===== src/rtl/spi_pkg.sv =====
`timescale 1ns/1ps
`default_nettype none
// ============================================================================
// Module      : spi_pkg
// Description : Shared types and constants for the SPI master.
// Revision    : 1.0 - initial release
// ============================================================================
package spi_pkg;

    localparam int WORD_W = 10;
    localparam int RD_W   = 8;

    localparam logic [1:0] CMD_WR_ADDR = 2'b00;
    localparam logic [1:0] CMD_WR_DATA = 2'b01;
    localparam logic [1:0] CMD_RD_ADDR = 2'b10;
    localparam logic [1:0] CMD_RD_DATA = 2'b11;

    typedef enum logic [2:0] {
        ST_IDLE  = 3'd0,
        ST_SEL   = 3'd1,
        ST_CMD   = 3'd2,
        ST_SHIFT = 3'd3,
        ST_WAIT  = 3'd4,
        ST_RECV  = 3'd5,
        ST_HOLD  = 3'd6,
        ST_END   = 3'd7
    } state_t;

endpackage
`default_nettype wire


===== src/rtl/spi_master_shreg.sv =====
`timescale 1ns/1ps
`default_nettype none
// ============================================================================
// Module      : spi_master_shreg
// Description : Loadable 10-bit transmit shifter (serial out, MSB first) and
//               8-bit receive shifter (serial in, MSB first).
// Revision    : 1.0 - initial release
// ============================================================================
module spi_master_shreg
    import spi_pkg::*;
(
    input  logic              clk,
    input  logic              rst_n,
    input  logic              load,
    input  logic [WORD_W-1:0] load_data,
    input  logic              shift_out_en,
    output logic              sout,
    input  logic              shift_in_en,
    input  logic              sin,
    output logic [RD_W-1:0]   rx_word
);

    logic [WORD_W-1:0] tx_reg;

    // Transmit word: load on frame acceptance, shift left while serialising
    always_ff @(posedge clk or negedge rst_n) begin
        if (!rst_n) begin
            tx_reg <= '0;
        end else if (load) begin
            tx_reg <= load_data;
        end else if (shift_out_en) begin
            tx_reg <= {tx_reg[WORD_W-2:0], 1'b0};
        end
    end

    assign sout = tx_reg[WORD_W-1];

    // Receive byte: first sampled bit ends up in the MSB after RD_W shifts
    always_ff @(posedge clk or negedge rst_n) begin
        if (!rst_n) begin
            rx_word <= '0;
        end else if (shift_in_en) begin
            rx_word <= {rx_word[RD_W-2:0], sin};
        end
    end

endmodule
`default_nettype wire


===== src/rtl/spi_master.sv =====
`timescale 1ns/1ps
`default_nettype none
// ============================================================================
// Module      : spi_master
// Description : Single-clock SPI master sending a 10-bit command/address/data
//               word, with an optional 8-bit read-back after RD_LATENCY idle
//               cycles. All outputs are registered from the next state so
//               they line up with the state they belong to.
// Revision    : 1.0 - initial release
// ============================================================================
module spi_master
    import spi_pkg::*;
#(
    parameter int RD_LATENCY = 2
) (
    input  logic              clk,
    input  logic              rst_n,
    input  logic              start,
    input  logic [WORD_W-1:0] din,
    output logic              busy,
    output logic              done,
    output logic [RD_W-1:0]   rd_data,
    output logic              rd_valid,
    output logic              SS_n,
    output logic              MOSI,
    input  logic              MISO
);

    state_t     state;
    state_t     next_state;
    logic [3:0] cnt;
    logic [1:0] cmd;
    logic       accept;
    logic       sout;
    logic       shift_out_en;
    logic       shift_in_en;

    assign accept       = (state == ST_IDLE) && start;
    // Shifting starts in CMD so that SHIFT's first bit repeats the command bit
    assign shift_out_en = (state == ST_CMD) || (state == ST_SHIFT);
    assign shift_in_en  = (state == ST_RECV);

    // State register
    always_ff @(posedge clk or negedge rst_n) begin
        if (!rst_n) begin
            state <= ST_IDLE;
        end else begin
            state <= next_state;
        end
    end

    // Next-state decode
    always_comb begin
        next_state = state;
        case (state)
            ST_IDLE:  if (start) next_state = ST_SEL;
            ST_SEL:   next_state = ST_CMD;
            ST_CMD:   next_state = ST_SHIFT;
            ST_SHIFT: if (cnt == 4'd0) next_state = (cmd == CMD_RD_DATA) ? ST_WAIT : ST_HOLD;
            ST_WAIT:  if (cnt == 4'd0) next_state = ST_RECV;
            ST_RECV:  if (cnt == 4'd0) next_state = ST_END;
            ST_HOLD:  next_state = ST_END;
            ST_END:   next_state = ST_IDLE;
            default:  next_state = ST_IDLE;
        endcase
    end

    // Phase counter: 9..0 for SHIFT, RD_LATENCY-1..0 for WAIT, 7..0 for RECV
    always_ff @(posedge clk or negedge rst_n) begin
        if (!rst_n) begin
            cnt <= 4'd0;
        end else begin
            case (state)
                ST_CMD:   cnt <= 4'(WORD_W - 1);
                ST_SHIFT: cnt <= (cnt == 4'd0) ? 4'(RD_LATENCY - 1) : cnt - 4'd1;
                ST_WAIT:  cnt <= (cnt == 4'd0) ? 4'(RD_W - 1) : cnt - 4'd1;
                ST_RECV:  cnt <= (cnt == 4'd0) ? 4'd0 : cnt - 4'd1;
                default:  cnt <= 4'd0;
            endcase
        end
    end

    // Command latch; din is only looked at on the accepting edge
    always_ff @(posedge clk or negedge rst_n) begin
        if (!rst_n) begin
            cmd <= 2'b00;
        end else if (accept) begin
            cmd <= din[WORD_W-1:WORD_W-2];
        end
    end

    // Registered outputs derived from the state being entered
    always_ff @(posedge clk or negedge rst_n) begin
        if (!rst_n) begin
            SS_n     <= 1'b1;
            MOSI     <= 1'b0;
            busy     <= 1'b0;
            done     <= 1'b0;
            rd_valid <= 1'b0;
        end else begin
            SS_n     <= (next_state == ST_IDLE) || (next_state == ST_END);
            MOSI     <= ((next_state == ST_CMD) || (next_state == ST_SHIFT)) ? sout : 1'b0;
            busy     <= (next_state != ST_IDLE);
            done     <= (next_state == ST_END);
            rd_valid <= (next_state == ST_END) && (cmd == CMD_RD_DATA);
        end
    end

    spi_master_shreg u_shreg (
        .clk          (clk),
        .rst_n        (rst_n),
        .load         (accept),
        .load_data    (din),
        .shift_out_en (shift_out_en),
        .sout         (sout),
        .shift_in_en  (shift_in_en),
        .sin          (MISO),
        .rx_word      (rd_data)
    );

endmodule
`default_nettype wire


===== config.mk =====
export PLATFORM = sky130hd
export DESIGN_NAME = spi_master
export DESIGN_NICKNAME = d
export VERILOG_FILES = /design/src/rtl/spi_pkg.sv /design/src/rtl/spi_master_shreg.sv /design/src/rtl/spi_master.sv
export SDC_FILE = /design/constraint.sdc
export NUM_CORES = 1
export LEC_CHECK = 0
export CAP_MARGIN = 0
export CORE_MARGIN = 5
export CORE_UTILIZATION = 48
export DETAILED_ROUTE_END_ITERATION = 10
export PLACE_DENSITY = 0.75
export SLEW_MARGIN = 25
export SYNTH_ARGS = -nofsm -noshare
export SYNTH_HDL_FRONTEND = slang
export SYNTH_SLANG_ARGS = --single-unit
export TNS_END_PERCENT = 50

===== constraint.sdc =====
create_clock -name clk -period 1.8 [get_ports clk]
set_input_delay 0.36 -clock clk [delete_from_list [all_inputs] [get_ports clk]]
set_output_delay 0.36 -clock clk [all_outputs]
set_load 0.005 [all_outputs]

Word-level counts from Yosys, hierarchy flattened

Cells that the tools add are included.

Flip-flop bits (word level): 32
Bits of input ports: 14
Output and inout port bits: 13
Logic and storage cells: 45

$add $sub $neg: 1
Equal/unequal tests: 11
Muxes and demuxes: 13
Reduce and logical (&&, ||, !) cells: 10

Operators by type and width:

| cell                                                 | number |
|---|---|
| one-hot mux 3 bit (8 select lines)                   | 1 |
| two-way mux 10 bit                                   | 2 |
| one-hot mux 4 bit (4 select lines)                   | 1 |
| equality test 3 bit (second input constant)          | 5 |
| equality test 3 x 2 -> 1 bit (second input constant) | 4 |
| two-way mux 3 bit                                    | 4 |
| two-way mux 4 bit                                    | 3 |
| logical NOT 3 bit                                    | 2 |
| logical NOT 4 bit                                    | 1 |
| subtractor 4 x 1 -> 4 bit (second input constant)    | 1 |
| equality test 3 x 1 -> 1 bit (second input constant) | 1 |
| logical OR 1 bit                                     | 3 |
| nonzero test 3 bit                                   | 1 |
| equality test 2 bit (second input constant)          | 1 |
| logical AND 1 bit                                    | 2 |
| two-way mux 2 bit                                    | 1 |
| nonzero test 2 bit                                   | 1 |
| two-way mux 1 bit                                    | 1 |

Logic depth before layout (Yosys ltp)

Word-level depth: 7
Mapped depth: 4

Cells and area by module

Synthesis repeated with hierarchy kept, for this count alone.

Cells, all modules: 127
Area, all modules: 1496.4 um^2

By module, submodules not included:

| module           | times used | cells each | area an instance (um^2) | seq. area each (um^2) |
|---|---|---|---|---|
| spi_master_shreg | 1          | 60         | 795.8                   | 450.4 |
| spi_master       | 1          | 67         | 700.7                   | 351.6 |

Least setup slack after synthesis

OpenSTA, ideal clock, no wires.

Path kind: register to register
Start: reg state[1]
End: reg cmd[1]
Library setup time: 125 ps
Arrival: 1299 ps
Data required time: 1675 ps
Path slack: 376 ps
Stages on the path, launching flop included: 4
Path buffers: 1
Period minus slack after synthesis: 1424 ps
Cell sequence: dfrtp_1 > nor4b_2 > buf_2 > mux2_2

Word-level cells in the longest chain between the ends: 2

Ends and longest elaborated chain:

| element                | line             | text |
|---|---|---|
| from (decl)            | spi_master.sv:29 | `state_t state;` |
| from (signal assigned) | spi_master.sv:48 | `state <= next_state;` |
| logical NOT 3 bit      | spi_master.sv:38 | `assign accept = (state == ST_IDLE) && start;` |
| logical AND 1 bit      | spi_master.sv:38 |  |
| to (signal assigned)   | spi_master.sv:88 | `cmd <= din[WORD_W-1:WORD_W-2];` |
| to (decl)              | spi_master.sv:32 | `logic [1:0] cmd;` |

Every way passes these cells.
A chain may end at the register's enable or synchronous reset.

Final worst setup path

Start: reg SS_n
End: out SS_n

RTL lines:

| element                | line              | text |
|---|---|---|
| from (decl)            | spi_master.sv:24  | `output logic SS_n,` |
| from (signal assigned) | spi_master.sv:101 | `SS_n <= (next_state == ST_IDLE) \|\| (next_state == ST_END);` |

No word-level cell between the ends.

==> results.toml <==
[drt]
wl_per_cell_um = 14.0
first_iter_violations = 79
vias_per_cell = 5.48
wl_um = 2710
postRouteAntennaNets = 0
num_vias = 1058
drc = 0
firstDrtPassIters = 4

[grt]
grt_max_degree = 33
grt_pass1_vias = 1072
track_usage_pct = 15.1
grt.overflow.total = 0
antenna_found_initial = 0
grt_pass1_wl_um = 4820

[sta]
tightestPinTransition_ns = 0.514
min_period_ns = 1.70
rsz0062_at_grt = "no"
hold_ws_ns = 0.413
fin_ws_ns = 0.103
max_freq_ghz = 0.589
slew_headroom_pct = 64.8
finalHoldViolations = 0
finalCritPeriodShare_pct = 94.3
setup_viol = 0
slew_violations = 0
fin_skew_ns = 0.00524
tns_ns = 0

[setup_path]
crit_slowest_cell = "dfstp_2"
crit_required_ns = 1.44
reg2reg_depth = 4
crit_fanout = 1
end_kind = "output port"
worst-path-buf-inv = 1
critPathTopFamily = "flip-flops"
arrival_ns = 1.34
cpPeakStageDelay_ns = 0.53
crit_path_cell_trace = "clkdlybuf4s50_1"
worst_setup_path_start_kind = "register"
crit_cells = 1
worstSetupPathType = "register to output port"

[pwr]
pwr-share-clk_pct = 20.2
combPwrFrac_pct = 39.2
internal-power_uw = 2010
vdd_ir_drop_max_v = 0.000731
leakage_uw = 0.000829
p_sw_uw = 1000
swShare_pct = 33.2
seq_power_share_pct = 40.6
power_density_mw_per_mm2 = 1630

[logic_synthesis]
yosysSeqAreaShare_pct = 56.3
syn_nets = 141
synth_cells = 127
async_reset_ff_share_pct = 100
synth_area_per_cell_um2 = 11.2
synth_area_leader_cell = "dfrtp_1"
syn-cell-area_mm2 = 0.00143
yosys-top-cells-area = "dfrtp_1 (54%), mux2_2 (7.1%), nand2_1 (5.0%)"
synth_enable_flop_cells = 0
ys_warn_count = 0
synth.top_cell.area_share_pct = 54.4
synthDistinctLibCells = 36
synth_ff_type = "dfrtp_1"
synth-seq-cells = 32

[worst_hold_path]
hold_class = "input port to async pin"

[die]
die_w_um = 64.5
die_area_mm2 = 0.00416
row_count = 19
initial_core_util_pct = 50.8
coreArea_mm2 = 0.00281
fp.dieH_um = 64.5
io_pins = 27

[place]
hpwlAfterDp_um = 1950
port_buffers = 26
gp_congestion = 0.825
place_ws_ns = 0.0349
place_area_mm2 = 0.00175

[cts]
clock-sinks = 32
h-tree-depth = 2
clk_path_buf_depth = 2
ctsHoldBuffers = 0
cts_tree = "yes"
path_clk_slew_ns = 0.10
cts.root.buffer_cell = "clkbuf_4"
cts_buffers = 5
clk_latency_ns = 0.33

[layout]
drive_gt1_share_pct = 19.8
fin_area_mm2 = 0.00185
areaGrowthSynthToFinish_pct = 29.5
largest_reg_flops = 10
nets = 175
n_antenna_cell = 0
post-route-util_pct = 65.8
num-fill-cells = 229

[run_status]
status = "completed"

[flow_run]
maxCapViolCount = 0
==> area by class of cell <==
type | count | area (um^2) | share of cell area [%]
timing repair buffer | 33 | 313 | 16.9
sequential | 32 | 803 | 43.5
clock buffer | 7 | 65.1 | 3.53
tap | 31 | 38.8 | 2.10
multi-input combinational | 86 | 584 | 31.7
inverter | 3 | 11.3 | 0.610
clock inverter | 1 | 30.0 | 1.63
==> metrics by stage <==
| step | power, uW | std cells |
|---|---|---|
| after global placement | 2360 | 185 |
| final | 3010 | 193 |
| after global routing | 3250 | 193 |
| after detailed placement | 2410 | 185 |
| after CTS | 3030 | 193 |
| after floorplan | 1950 | 127 |
==> metal layers <==
layer / part of all wire (%) / GRT usage [%] / vias to the layer above
li1: - / - / 518
met1: 46 / 18.6 / 511
met2: 47 / 23.5 / 24
met3: 5.2 / 6.22 / 5
met4: 1.7 / 6.60 / 0
met5: 0 / 0 / -
==> worst paths after layout <==
path | from | end | slack, ns
setup / recovery | SS_n | SS_n | 0.10
hold / removal | rst_n | done | 0.41
setup reg to reg | cnt[0] | MOSI | 0.22
hold reg to reg | u_shreg.rx_word[7] | u_shreg.rx_word[7] | 0.52
max in group asynchronous | rst_n | SS_n | 1.07
min in group clk | u_shreg.rx_word[7] | u_shreg.rx_word[7] | 0.52
==> power groups by stage <==
stage,clock (uW),combinational [uW],sequential [uW]
after CTS,622,1190,1220
after global placement,0,1150,1210
after global routing,657,1330,1260
after floorplan,0,770,1180
after detailed placement,0,1180,1230
final,608,1180,1220
==> layout by cell type (no fill, tap or decap), types with 3 or more instances in the layout <==
master,netlist,routed
nand2_1,19,19
o21ai_0,12,12
nand2b_1,3,3
mux2_2,9,9
nor3_1,3,3
mux2i_1,7,7
clkdlybuf4s50_1,0,26
buf_4,0,7
clkbuf_4,0,5
nor2b_1,3,3
inv_1,3,3
dfrtp_1,31,30
==> logic make-up after synthesis <==
family | Yosys count | synth area share [%]
AOI/OAI and AO/OA | 28 | 12.6
xor gates and xnor gates | 1 | 0.615
buffers and inverters | 9 | 2.72
DFF | 32 | 56.3
muxes | 16 | 12.0
and+or+nand+nor | 41 | 15.7
==> cells in the mapped netlist, types with 3 or more instances <==
| cell | number |
|---|---|
| mux2_2 | 9 |
| nand2_1 | 19 |
| mux2i_1 | 7 |
| nor3_1 | 3 |
| nand2b_1 | 3 |
| buf_2 | 4 |
| o21ai_0 | 12 |
| nor2b_1 | 3 |
| inv_1 | 3 |
| dfrtp_1 | 31 |
==> what timing repair did <==
item                       in CTS  in global routing
resized for setup               0                  1
setup endpoints to repair       0                  1
setup buffers                   0                  0
No activity file was read; power rests on OpenSTA's default activity.
